$ cat config.mk
export PLATFORM = sky130hd
export DESIGN_NAME = cmd_req_arbiter
export DESIGN_NICKNAME = d
export VERILOG_FILES = /design/src/rtl/cmd_req_arbiter.sv
export SDC_FILE = /design/constraint.sdc
export NUM_CORES = 1
export LEC_CHECK = 0
export ABC_AREA = 1
export BUFFER_PORTS_ARGS = -buffer_cell sky130_fd_sc_hd__buf_2
export CAP_MARGIN = 20
export CORE_ASPECT_RATIO = 1.4
export CORE_MARGIN = 5
export CORE_UTILIZATION = 45
export DETAILED_ROUTE_END_ITERATION = 6
export PLACE_DENSITY_LB_ADDON = 0.15
export SYNTH_ARGS = -nofsm -noshare
export SYNTH_HDL_FRONTEND = slang
export SYNTH_SLANG_ARGS = --single-unit
$ cat constraint.sdc
create_clock -name clk -period 3 [get_ports clk]
set_input_delay 0.45 -clock clk [delete_from_list [all_inputs] [get_ports clk]]
set_output_delay 0.45 -clock clk [all_outputs]
set_load 0.01 [all_outputs]
$ cat src/rtl/cmd_req_arbiter.sv
// -----------------------------------------------------------------------------
// cmd_req_arbiter
//   Shares one command-generator channel between g_num_req requesters using a
//   round-robin arbiter. For each transaction the winner's command word is
//   latched and shifted out MSB-first on data_out/strobe_out. The block then
//   waits for a rising edge on stage4_in, or for a timeout, and reports
//   completion to the winner.
//
// Ports
//   clk          system clock, rising edge
//   rst_n        asynchronous active-low reset
//   req          level request per requester, held until gnt
//   req_data     command words, requester i at [i*W +: W]
//   gnt          one-hot pulse in the ARB cycle: word accepted
//   done         one-hot pulse in the DONE cycle: transaction finished
//   timeout_err  pulses with done when the transaction timed out
//   data_out     serial command bit to the generator
//   strobe_out   high while data_out carries a valid bit
//   stage4_in    completion indication from the generator
//   busy         high in every state except IDLE
// -----------------------------------------------------------------------------
module cmd_req_arbiter #(
  parameter int g_num_req    = 4,
  parameter int g_word_width = 8,
  parameter int g_timeout    = 1024
) (
  input  logic                                clk,
  input  logic                                rst_n,
  input  logic [g_num_req-1:0]                req,
  input  logic [g_num_req*g_word_width-1:0]   req_data,
  output logic [g_num_req-1:0]                gnt,
  output logic [g_num_req-1:0]                done,
  output logic                                timeout_err,
  output logic                                data_out,
  output logic                                strobe_out,
  input  logic                                stage4_in,
  output logic                                busy
);

  localparam int IDX_W = $clog2(g_num_req);
  localparam int BIT_W = (g_word_width > 1) ? $clog2(g_word_width) : 1;
  localparam int TO_W  = $clog2(g_timeout + 1);

  typedef enum logic [2:0] {IDLE, ARB, SHIFT, WAIT, DONE} state_t;

  state_t                  state_reg;
  logic [IDX_W-1:0]        ptr_reg;
  logic [IDX_W-1:0]        idx_reg;
  logic [g_word_width-1:0] shift_reg;
  logic [BIT_W-1:0]        bit_cnt_reg;
  logic [TO_W-1:0]         to_cnt_reg;
  logic                    to_flag_reg;
  logic                    s4_prev_reg;

  // Round-robin search. cand_idx[k] is the requester checked at priority k,
  // counting upward from ptr and wrapping.
  logic [IDX_W-1:0] cand_idx [g_num_req];
  logic [g_num_req-1:0] cand_req;
  logic             win_found;
  logic [IDX_W-1:0] win_idx;

  genvar gi;
  generate
    for (gi = 0; gi < g_num_req; gi++) begin : g_cand
      assign cand_idx[gi] = IDX_W'((int'(ptr_reg) + gi) % g_num_req);
      assign cand_req[gi] = req[cand_idx[gi]];
    end
  endgenerate

  always_comb begin
    win_idx = '0;
    // Descending scan so the lowest priority slot (closest to ptr) wins.
    for (int k = g_num_req - 1; k >= 0; k--) begin
      if (cand_req[k]) win_idx = cand_idx[k];
    end
    win_found = |req;
  end

  // Completion is a rising edge only. A level already high when WAIT is
  // entered does not count, because s4_prev_reg tracks stage4_in in all states.
  logic s4_edge;
  assign s4_edge = stage4_in & ~s4_prev_reg;

  always_ff @(posedge clk or negedge rst_n) begin
    if (!rst_n) begin
      state_reg   <= IDLE;
      ptr_reg     <= '0;
      idx_reg     <= '0;
      shift_reg   <= '0;
      bit_cnt_reg <= '0;
      to_cnt_reg  <= '0;
      to_flag_reg <= 1'b0;
      s4_prev_reg <= 1'b0;
    end else begin
      s4_prev_reg <= stage4_in;
      case (state_reg)
        IDLE: begin
          if (|req) state_reg <= ARB;
        end
        ARB: begin
          if (win_found) begin
            idx_reg     <= win_idx;
            shift_reg   <= req_data[win_idx*g_word_width +: g_word_width];
            bit_cnt_reg <= '0;
            state_reg   <= SHIFT;
          end else begin
            state_reg   <= IDLE;
          end
        end
        SHIFT: begin
          shift_reg <= shift_reg << 1;
          if (bit_cnt_reg == BIT_W'(g_word_width - 1)) begin
            to_cnt_reg <= '0;
            state_reg  <= WAIT;
          end else begin
            bit_cnt_reg <= bit_cnt_reg + 1'b1;
          end
        end
        WAIT: begin
          to_cnt_reg <= to_cnt_reg + 1'b1;
          // The edge is checked first so that it wins a tie with the timeout.
          if (s4_edge) begin
            state_reg <= DONE;
          end else if (to_cnt_reg == TO_W'(g_timeout - 1)) begin
            to_flag_reg <= 1'b1;
            state_reg   <= DONE;
          end
        end
        DONE: begin
          ptr_reg     <= (idx_reg == IDX_W'(g_num_req - 1)) ? '0 : idx_reg + 1'b1;
          to_flag_reg <= 1'b0;
          to_cnt_reg  <= '0;
          state_reg   <= IDLE;
        end
        default: state_reg <= IDLE;
      endcase
    end
  end

  // Outputs are decodes of registered state. gnt is the exception: it has to
  // appear in the ARB cycle itself, so it also depends on the live req.
  generate
    for (gi = 0; gi < g_num_req; gi++) begin : g_out
      assign gnt[gi]  = (state_reg == ARB) && win_found && (win_idx == IDX_W'(gi));
      assign done[gi] = (state_reg == DONE) && (idx_reg == IDX_W'(gi));
    end
  endgenerate

  assign timeout_err = (state_reg == DONE) && to_flag_reg;
  assign strobe_out  = (state_reg == SHIFT);
  assign data_out    = (state_reg == SHIFT) && shift_reg[g_word_width-1];
  assign busy        = (state_reg != IDLE);

endmodule

==> flow_summary_export.csv, run 1 <==
group,metric,value,unit
outcome,status,"finished, final reports clean",
synthesis,synthAdderAreaFrac,0.0403,
synthesis,avgSynthCellArea,6.89,um2
clock_network,cts-root-buf,"clkbuf_8",
synthesis,synthTopCellsByArea,"dfrtp_1 (36%), nand2_1 (12%), inv_1 (12%)",
timing,drv_slew,0,
critical_path,reg2reg_to,"to_cnt_reg[7]",
critical_path,cpPeakStageDelay,440,ps
synthesis,ys_seq_area_frac,0.357,
synthesis,synth_xor_area_frac,0.0161,
die,ios,51,
timing,slew_headroom,0.523,
critical_path,crit_type,"reg2out",
synthesis,post-synth-top-count-cell,"nand2_1",
synthesis,synth_area,0.00217,mm2
grt,overflow,0,
layout,design_area,0.00256,mm2
die,die_x,68.7,um
critical_path,crit_path_end_kind,"primary output",
timing,rsz0062_at_grt,"no",
die,rows,30,
layout,antennaDiodeCount,0,
critical_path,reg2reg_from,"state_reg[0]",
drt,via_count,2029,
die,coreArea,0.00477,mm2
critical_path,cp_max_fo,6,
synthesis,synth_compound_area_frac,0.0784,
clock_network,clkSlewWorstSetupHoldPaths,60,ps
synthesis,yosys.area_share.simple,0.368,
clock_network,cts_tree,"built",
timing,fmax,0.383,GHz
layout,fillers,490,
grt,grt_pass1_wl,8110,um
die,die-area,0.00633,mm2
synthesis,post-synth-top-area-cell,"dfrtp_1",
critical_path,crit_top_cell,"nand2_1",
timing,fin_tns_setup,0,ps
synthesis,synth_common_cells,"nand2_1 (72), inv_1 (67), nand3_1 (39), dfrtp_1 (31), nor2_1 (27)",
layout,fin_nets,415,
placed_design,port_buffers,50,
layout,drive_gt1_frac,0.222,
critical_path,rrSetupSlack,1140,ps
layout,syn2layout_area_growth,18.0,%
synthesis,postSynthCellCount,315,
placed_design,routabilityCongestion,0.799,
pwr,powerDensity,910,mW/mm2
grt,antenna_found_initial,0,
drt,drtAntennaViolNets,0,
placed_design,place_area,0.00247,mm2
die,start_util,0.455,
grt,grt_pass1_vias,2049,
pwr,ir_drop,0.000562,V
timing,fin_skew,4.16,ps
worst_hold_path,hold_path.class,"in2async",
clock_network,htree_levels,2,
drt,wl_per_cell,10.9,um
critical_path,cp_cell_sequence,"inv_2 -> nand2_2 -> nor2_2 -> nor2_4 -> nand2_1 -> inv_1 -> nand2_1 -> nand2_1 -> nand2_1 -> nand2_2 -> nor2_1 -> inv_1 -> nor2_1 -> buf_2",
grt,grt_max_degree,32,
timing,final-setup-viol-count,0,
timing,tightest_slew,716,ps
synthesis,ys_warn_count,0,
clock_network,clock_latency,280,ps
critical_path,worst_path_max_delay_cell,"dfrtp_1",
drt,post-route-drc-count,0,
flow_run,max_cap_viol_count,0,
critical_path,start_kind,"flop",
synthesis,synth_flop_cell,"dfrtp_1",
layout,largest_register_ffs,11,
clock_network,postCtsSetupBuffers,0,
synthesis,ys_types,35,
drt,dr.first_iter.drc_count,30,
synthesis,syn_nets,361,
synthesis,synth_top_area_share,0.357,
critical_path,cp.arrival,2160,ps
drt,first_pass_iters,4,
synthesis,ys_ff_latch,31,
pwr,power.leakage,0.00142,uW
clock_network,cts.sinks,31,
layout,final_util,0.538,
synthesis,synth_edf_count,0,
clock_network,clk_path_buf_depth,2,
synthesis,synth_mux_area_frac,0,
drt,wl,4700,um
die,fp.dieH,92.2,um
drt,avgViaCountPerCell,4.69,
synthesis,synthArstFlopShare,1.00,
timing,period_minus_slack,2610,ps
clock_network,numCtsBuffers,5,
timing,min_period_over_period,0.870,
grt,gr-usage-all-layers,0.164,
critical_path,cp.required,2550,ps
placed_design,dp_hpwl,3730,um
critical_path,ff2ff_path_depth,8,
synthesis,synth_top_family_by_area,"simple AND/OR/NAND/NOR gates",
timing,finalHoldViolCount,0,
-- worst max-delay path, delay by kind of cell (launching register included) --
kind	cells	cell delay, ps
simple gates	10	980
flops	1	440
buf+inv	4	430
-- how the worst max path moves through the flow --
stage	from	end	slack, ps	depth (start not counted)
after global placement	ptr_reg[0]	gnt[3]	540	13
final	ptr_reg[1]	gnt[3]	390	14
after CTS	ptr_reg[0]	gnt[3]	260	13
after floorplan	req[1]	gnt[0]	970	12
after detailed placement	ptr_reg[0]	gnt[3]	580	13
after global routing	ptr_reg[0]	gnt[3]	130	13
-- cell type report --
type,instances,area [um2],area share
multi-input cells,209,1090,0.426
flip-flops and latches,31,777,0.303
well taps,64,80.1,0.0312
repair buffers,51,258,0.101
inverters,71,269,0.105
clock buffers,6,82.6,0.0322
clock inverters,1,5.00,0.00195
-- cell usage in the layout, fill, tap and decap left out, drive strengths merged --
cell     n
nand2   78
inv     71
buf     51
nand3   42
dfrtp   31
nor2    31
o21ai   13
a21oi    8
ha       7
nor3     7
o22ai    6
clkbuf   6
or2      5
xor2     2
nor3b    2
xnor2    2
nand4    1
o31ai    1
nor4     1
a32o     1
nand3b   1
a31oi    1
clkinv   1
-- where the power goes --
part / leakage, uW / internal, uW / switching (uW)
sequential: 0.000400 / 557 / 103
combinational: 0.000976 / 460 / 883
clock: 0.0000470 / 180 / 151
total: 0.00142 / 1200 / 1140
-- layer usage --
metal | track usage | wire [um] | part of all wire | vias to the layer above
met5 | 0 | 0 | 0 | -
met4 | 0.0602 | 74 | 0.016 | 0
met3 | 0.0343 | 199 | 0.042 | 5
met2 | 0.303 | 2460 | 0.52 | 38
met1 | 0.174 | 1970 | 0.42 | 900
li1 | - | - | - | 1086
-- cells by family after synthesis --
kind of cell	Yosys count
XOR/XNOR	4
AO/OA/AOI/OAI	30
flip-flops	31
adder cells (fa/ha/maj)	7
buffers and inverters	75
AND/OR/NAND/NOR	168
-- repair_timing --
action	CTS	global route
hold buffers	0	0
endpoints found under the setup margin	0	1
gates resized for setup	0	1
-- metrics by stage --
step | setup WS, ps | hold WS [ps] | cells | power [uW]
global route | 132 | 278 | 433 | 2600
finish | 391 | 220 | 433 | 2330
CTS | 262 | 238 | 433 | 2370
detailed placement | 578 | 467 | 426 | 2020
floorplan | 973 | 154 | 315 | 1760
global placement | 544 | 457 | 426 | 2000
Power figures use the tool's default switching activity.
==> run 2: changes to the inputs <==
==> constraint.sdc (replaced) <==
create_clock -name clk -period 3.3 [get_ports clk]
set_input_delay 0.495 -clock clk [delete_from_list [all_inputs] [get_ports clk]]
set_output_delay 0.495 -clock clk [all_outputs]
set_load 0.01 [all_outputs]
==> run 2 against run 1 <==
Effect of this change: utilization about the same; first-iteration DRC count increased by 100%; setup slack improved by 210 ps.
==> flow_summary_export.csv, run 2 (synthesis results as in run 1) <==
group,metric,value,unit
outcome,status,"finished, final reports clean",
timing,fin_tns_setup,0,ps
placed_design,pre_cts_ws,903,ps
critical_path,rrSetupSlack,1360,ps
clock_network,htree_levels,2,
grt,grt_pass1_vias,2002,
clock_network,cts_resized,0,
layout,final_cell_mix,"nand2_1 (72), inv_1 (67), buf_2 (50)",
critical_path,crit_family,"simple AND/OR/NAND/NOR gates",
timing,fmax,0.370,GHz
timing,finalHoldViolCount,0,
grt,grt_pass1_wl,8020,um
critical_path,start_kind,"flop",
timing,drv_slew,0,
layout,fillers,499,
clock_network,postCtsSetupBuffers,0,
pwr,power_frac_comb,0.576,
critical_path,crit_type,"reg2out",
pwr,pwr-share-seq,0.283,
layout,syn2layout_area_growth,18.0,%
layout,largest_register_ffs,11,
timing,fin_ws,598,ps
clock_network,cts-root-buf,"clkbuf_8",
die,coreArea,0.00477,mm2
critical_path,cp.required,2800,ps
timing,final-setup-viol-count,0,
pwr,ir_drop,0.000436,V
worst_hold_path,hold_path.class,"in2async",
grt,grt_max_degree,32,
critical_path,cp_cell_sequence,"nand2_1 -> nor2_2 -> nor2_4 -> nand2_1 -> inv_1 -> nand2_1 -> nand2_1 -> nand2_1 -> nand2_2 -> nor2_1 -> inv_1 -> nor2_1 -> buf_2",
critical_path,crit_buf_inv,3,
die,start_util,0.455,
placed_design,port_buffers,50,
die,die-area,0.00633,mm2
pwr,powerDensity,826,mW/mm2
layout,drive_gt1_frac,0.220,
placed_design,dp_hpwl,3680,um
critical_path,cpPeakStageDelay,590,ps
die,die_x,68.7,um
grt,antenna_found_initial,0,
drt,wl_per_cell,10.6,um
clock_network,ctsHoldBuffers,0,
timing,hold_slack,245,ps
drt,dr.first_iter.drc_count,61,
grt,gr-usage-all-layers,0.161,
pwr,clock_power_share,0.141,
drt,wl,4590,um
critical_path,cp_max_fo,9,
pwr,intPower,1090,uW
pwr,power.leakage,0.00142,uW
timing,period_minus_slack,2700,ps
drt,first_pass_iters,4,
layout,antennaDiodeCount,0,
die,fp.dieH,92.2,um
layout,final_common_cell,"nand2_1",
layout,fin_nets,415,
timing,min_period_over_period,0.819,
clock_network,clock_latency,280,ps
drt,via_count,2039,
critical_path,cp.arrival,2210,ps
critical_path,worst_path_max_delay_cell,"dfrtp_1",
clock_network,numCtsBuffers,5,
layout,final_util,0.537,
timing,rsz0062_at_grt,"no",
drt,avgViaCountPerCell,4.71,
clock_network,clk_path_buf_depth,2,
critical_path,crit_path_end_kind,"primary output",
flow_run,max_cap_viol_count,0,
die,ios,51,
timing,tightest_slew,671,ps
pwr,switching_power,1030,uW
grt,overflow,0,
clock_network,cts_tree,"built",
timing,slew_headroom,0.552,
clock_network,cts.sinks,31,
critical_path,crit_top_cell,"nand2_1",
drt,drtAntennaViolNets,0,
placed_design,routabilityCongestion,0.793,
die,rows,30,
pwr,swShare,0.487,
clock_network,clkSlewWorstSetupHoldPaths,60,ps
drt,post-route-drc-count,0,
timing,fin_skew,4.93,ps
-- run 2: stage by stage --
step	area (um2)	instances	power (uW)
floorplan	2170	315	1600
global placement	2470	426	1830
detailed placement	2470	426	1830
CTS	2560	433	2140
global route	2560	433	2340
finish	2560	433	2120
-- run 2: routing by layer --
layer,part of all wire,track usage,vias up
met5,0,0,-
met4,0.014,0.0585,0
met3,0.044,0.0331,6
met2,0.52,0.282,39
met1,0.42,0.185,910
li1,-,-,1084
-- run 2: cell type report --
| type | instances | area (um2) | area share |
|---|---|---|---|
| Multi-Input combinational cell | 209 | 1090 | 0.426 |
| Sequential cell | 31 | 776 | 0.303 |
| Inverter | 71 | 269 | 0.105 |
| Timing Repair Buffer | 51 | 258 | 0.101 |
| Clock buffer | 6 | 82.6 | 0.0322 |
| Tap cell | 64 | 80.1 | 0.0313 |
| Clock inverter | 1 | 5.00 | 0.00195 |
-- run 2: final timing paths --
check	from	endpoint	depth (start not counted)
worst max-delay path	ptr_reg[0]	gnt[3]	13
max in group asynchronous	rst_n	to_cnt_reg[4]	1
worst max register to register	ptr_reg[0]	shift_reg[2]	10
worst min register to register	bit_cnt_reg[2]	bit_cnt_reg[2]	2
min in group clk	stage4_in	s4_prev_reg	1
worst min-delay path	rst_n	s4_prev_reg	1
-- run 2: power by group through the flow --
stage	logic, uW	registers (uW)	clock network [uW]
floorplan	1030	569	0
global placement	1230	599	0
detailed placement	1230	602	0
CTS	1240	597	310
global route	1410	610	323
finish	1220	598	299
-- run 2: worst register-to-register path, cell delays in order (launching register included) --
cell	delay, ps
dfrtp_1	590
nand2_1	140
nor2_2	150
nor2_4	70
nand3_2	100
nand2_2	70
nand2_4	110
nand2_4	150
or2_2	310
nand3_1	80
nand3_1	70
==> run 3: changes to the inputs <==
==> constraint.sdc (replaced) <==
create_clock -name clk -period 2.7 [get_ports clk]
set_input_delay 0.405 -clock clk [delete_from_list [all_inputs] [get_ports clk]]
set_output_delay 0.405 -clock clk [all_outputs]
set_load 0.01 [all_outputs]
==> run 3 against run 2 <==
Effect of this change: clock skew down 2.6 ps; sequential power up 22%; largest power group unchanged; critical path type unchanged; sequential cell count unchanged; cell count up 0.23%; sequential share of layout area up 0.079 points; highest routed layer unchanged.
==> flow_summary_export.csv, run 3 (synthesis results as in run 1) <==
group,metric,value,unit
die,rows,30,
timing,min_period_over_period,0.899,
critical_path,cpPeakStageDelay,490,ps
timing,fmax,0.412,GHz
clock_network,numCtsBuffers,5,
die,coreArea,0.00477,mm2
timing,fin_skew,2.33,ps
critical_path,reg2reg_to,"shift_reg[3]",
timing,rsz0062_at_grt,"no",
grt,grt_pass1_vias,1989,
placed_design,routabilityCongestion,0.798,
critical_path,ff2ff_path_depth,9,
clock_network,htree_levels,2,
critical_path,crit_type,"reg2out",
critical_path,crit_family,"simple AND/OR/NAND/NOR gates",
pwr,power.leakage,0.00142,uW
critical_path,crit_buf_inv,2,
clock_network,ctsHoldBuffers,0,
timing,period_minus_slack,2430,ps
critical_path,crit_path_end_kind,"primary output",
die,ios,51,
layout,final_util,0.537,
drt,first_pass_iters,4,
worst_hold_path,hold_path.class,"in2async",
flow_run,max_cap_viol_count,0,
die,die_x,68.7,um
grt,grt_pass1_wl,8210,um
critical_path,worst_path_max_delay_cell,"dfrtp_2",
timing,finalHoldViolCount,0,
placed_design,port_buffers,50,
timing,fin_tns_setup,0,ps
pwr,powerDensity,1010,mW/mm2
clock_network,clk_path_buf_depth,2,
timing,slew_headroom,0.533,
pwr,finalPower,2580,uW
clock_network,cts_resized,0,
outcome,status,"finished, final reports clean",
critical_path,cp_max_fo,22,
grt,overflow,0,
layout,fillers,524,
die,die-area,0.00633,mm2
critical_path,cp_cell_sequence,"o21ai_1 -> nand2_1 -> nand3_2 -> nand2_2 -> nand2_4 -> nand2_4 -> nor2_1 -> inv_1 -> nor2_1 -> buf_2",
drt,drtAntennaViolNets,0,
critical_path,cp.arrival,2020,ps
grt,grt_max_degree,32,
drt,dr.first_iter.drc_count,52,
layout,antennaDiodeCount,0,
drt,via_count,2038,
layout,final_common_cell,"nand2_1",
clock_network,clock_latency,280,ps
die,fp.dieH,92.2,um
drt,avgViaCountPerCell,4.70,
clock_network,cts.sinks,31,
placed_design,dp_hpwl,3770,um
pwr,ir_drop,0.000607,V
timing,drv_slew,0,
critical_path,start_kind,"flop",
clock_network,cts_tree,"built",
timing,tightest_slew,700,ps
critical_path,reg2reg_from,"ptr_reg[0]",
layout,final_cell_mix,"nand2_1 (72), inv_1 (67), buf_2 (50)",
drt,post-route-drc-count,0,
timing,fin_ws,272,ps
grt,antenna_found_initial,0,
drt,wl,4700,um
clock_network,cts-root-buf,"clkbuf_8",
layout,drive_gt1_frac,0.222,
die,start_util,0.455,
critical_path,rrSetupSlack,870,ps
layout,syn2layout_area_growth,17.9,%
clock_network,postCtsSetupBuffers,0,
grt,gr-usage-all-layers,0.168,
timing,final-setup-viol-count,0,
critical_path,cp.required,2300,ps
drt,wl_per_cell,10.8,um
placed_design,pre_cts_ws,414,ps
layout,largest_register_ffs,11,
clock_network,clkSlewWorstSetupHoldPaths,60,ps
layout,fin_nets,415,
[run 3: cell count changes in the layout (fill, tap and decap cells not counted)]
cell	delta
clkbuf_1	+2
clkbuf_8	-1
dfrtp_1	-1
dfrtp_2	+1
nor2_1	-1
nor2_2	+1
[run 3: worst max-delay path by stage]
stage | depth (start not counted) | start | slack [ps] | to
2_1_floorplan | 13 | ptr_reg[0] | 720 | gnt[0]
3_3_place_gp | 13 | ptr_reg[0] | 440 | gnt[3]
3_5_place_dp | 13 | ptr_reg[0] | 410 | gnt[3]
4_1_cts | 13 | ptr_reg[0] | 100 | gnt[3]
5_1_grt | 11 | ptr_reg[0] | 70 | gnt[1]
6_report | 10 | ptr_reg[0] | 270 | gnt[2]
[run 3: layout make-up]
type / instances / area (um2) / share of cell area
Tap cell: 64 / 80.1 / 0.0313
Clock buffer: 7 / 76.3 / 0.0298
Multi-Input combinational cell: 209 / 1090 / 0.427
Inverter: 71 / 269 / 0.105
Sequential cell: 31 / 777 / 0.304
Timing Repair Buffer: 51 / 258 / 0.101
Clock inverter: 1 / 5.00 / 0.00196
[run 3: where the power goes]
part / internal (uW) / total (uW) / switching, uW
Clock: 181 / 350 / 170
Combinational: 511 / 1500 / 986
Sequential: 619 / 730 / 111
[run 3: per-layer routing]
layer	vias to the layer above	GRT usage	wire (um)
met3	12	0.0331	178
met4	0	0.0780	120
met5	-	0	0
li1	1086	-	-
met1	896	0.187	1960
met2	44	0.295	2440
[run 3: per-stage QoR]
stage	cells	area, um2	hold WS (ps)
after detailed placement	426	2470	466
after global routing	434	2560	231
after global placement	426	2470	457
after CTS	434	2550	189
final	434	2560	164
after floorplan	315	2170	109
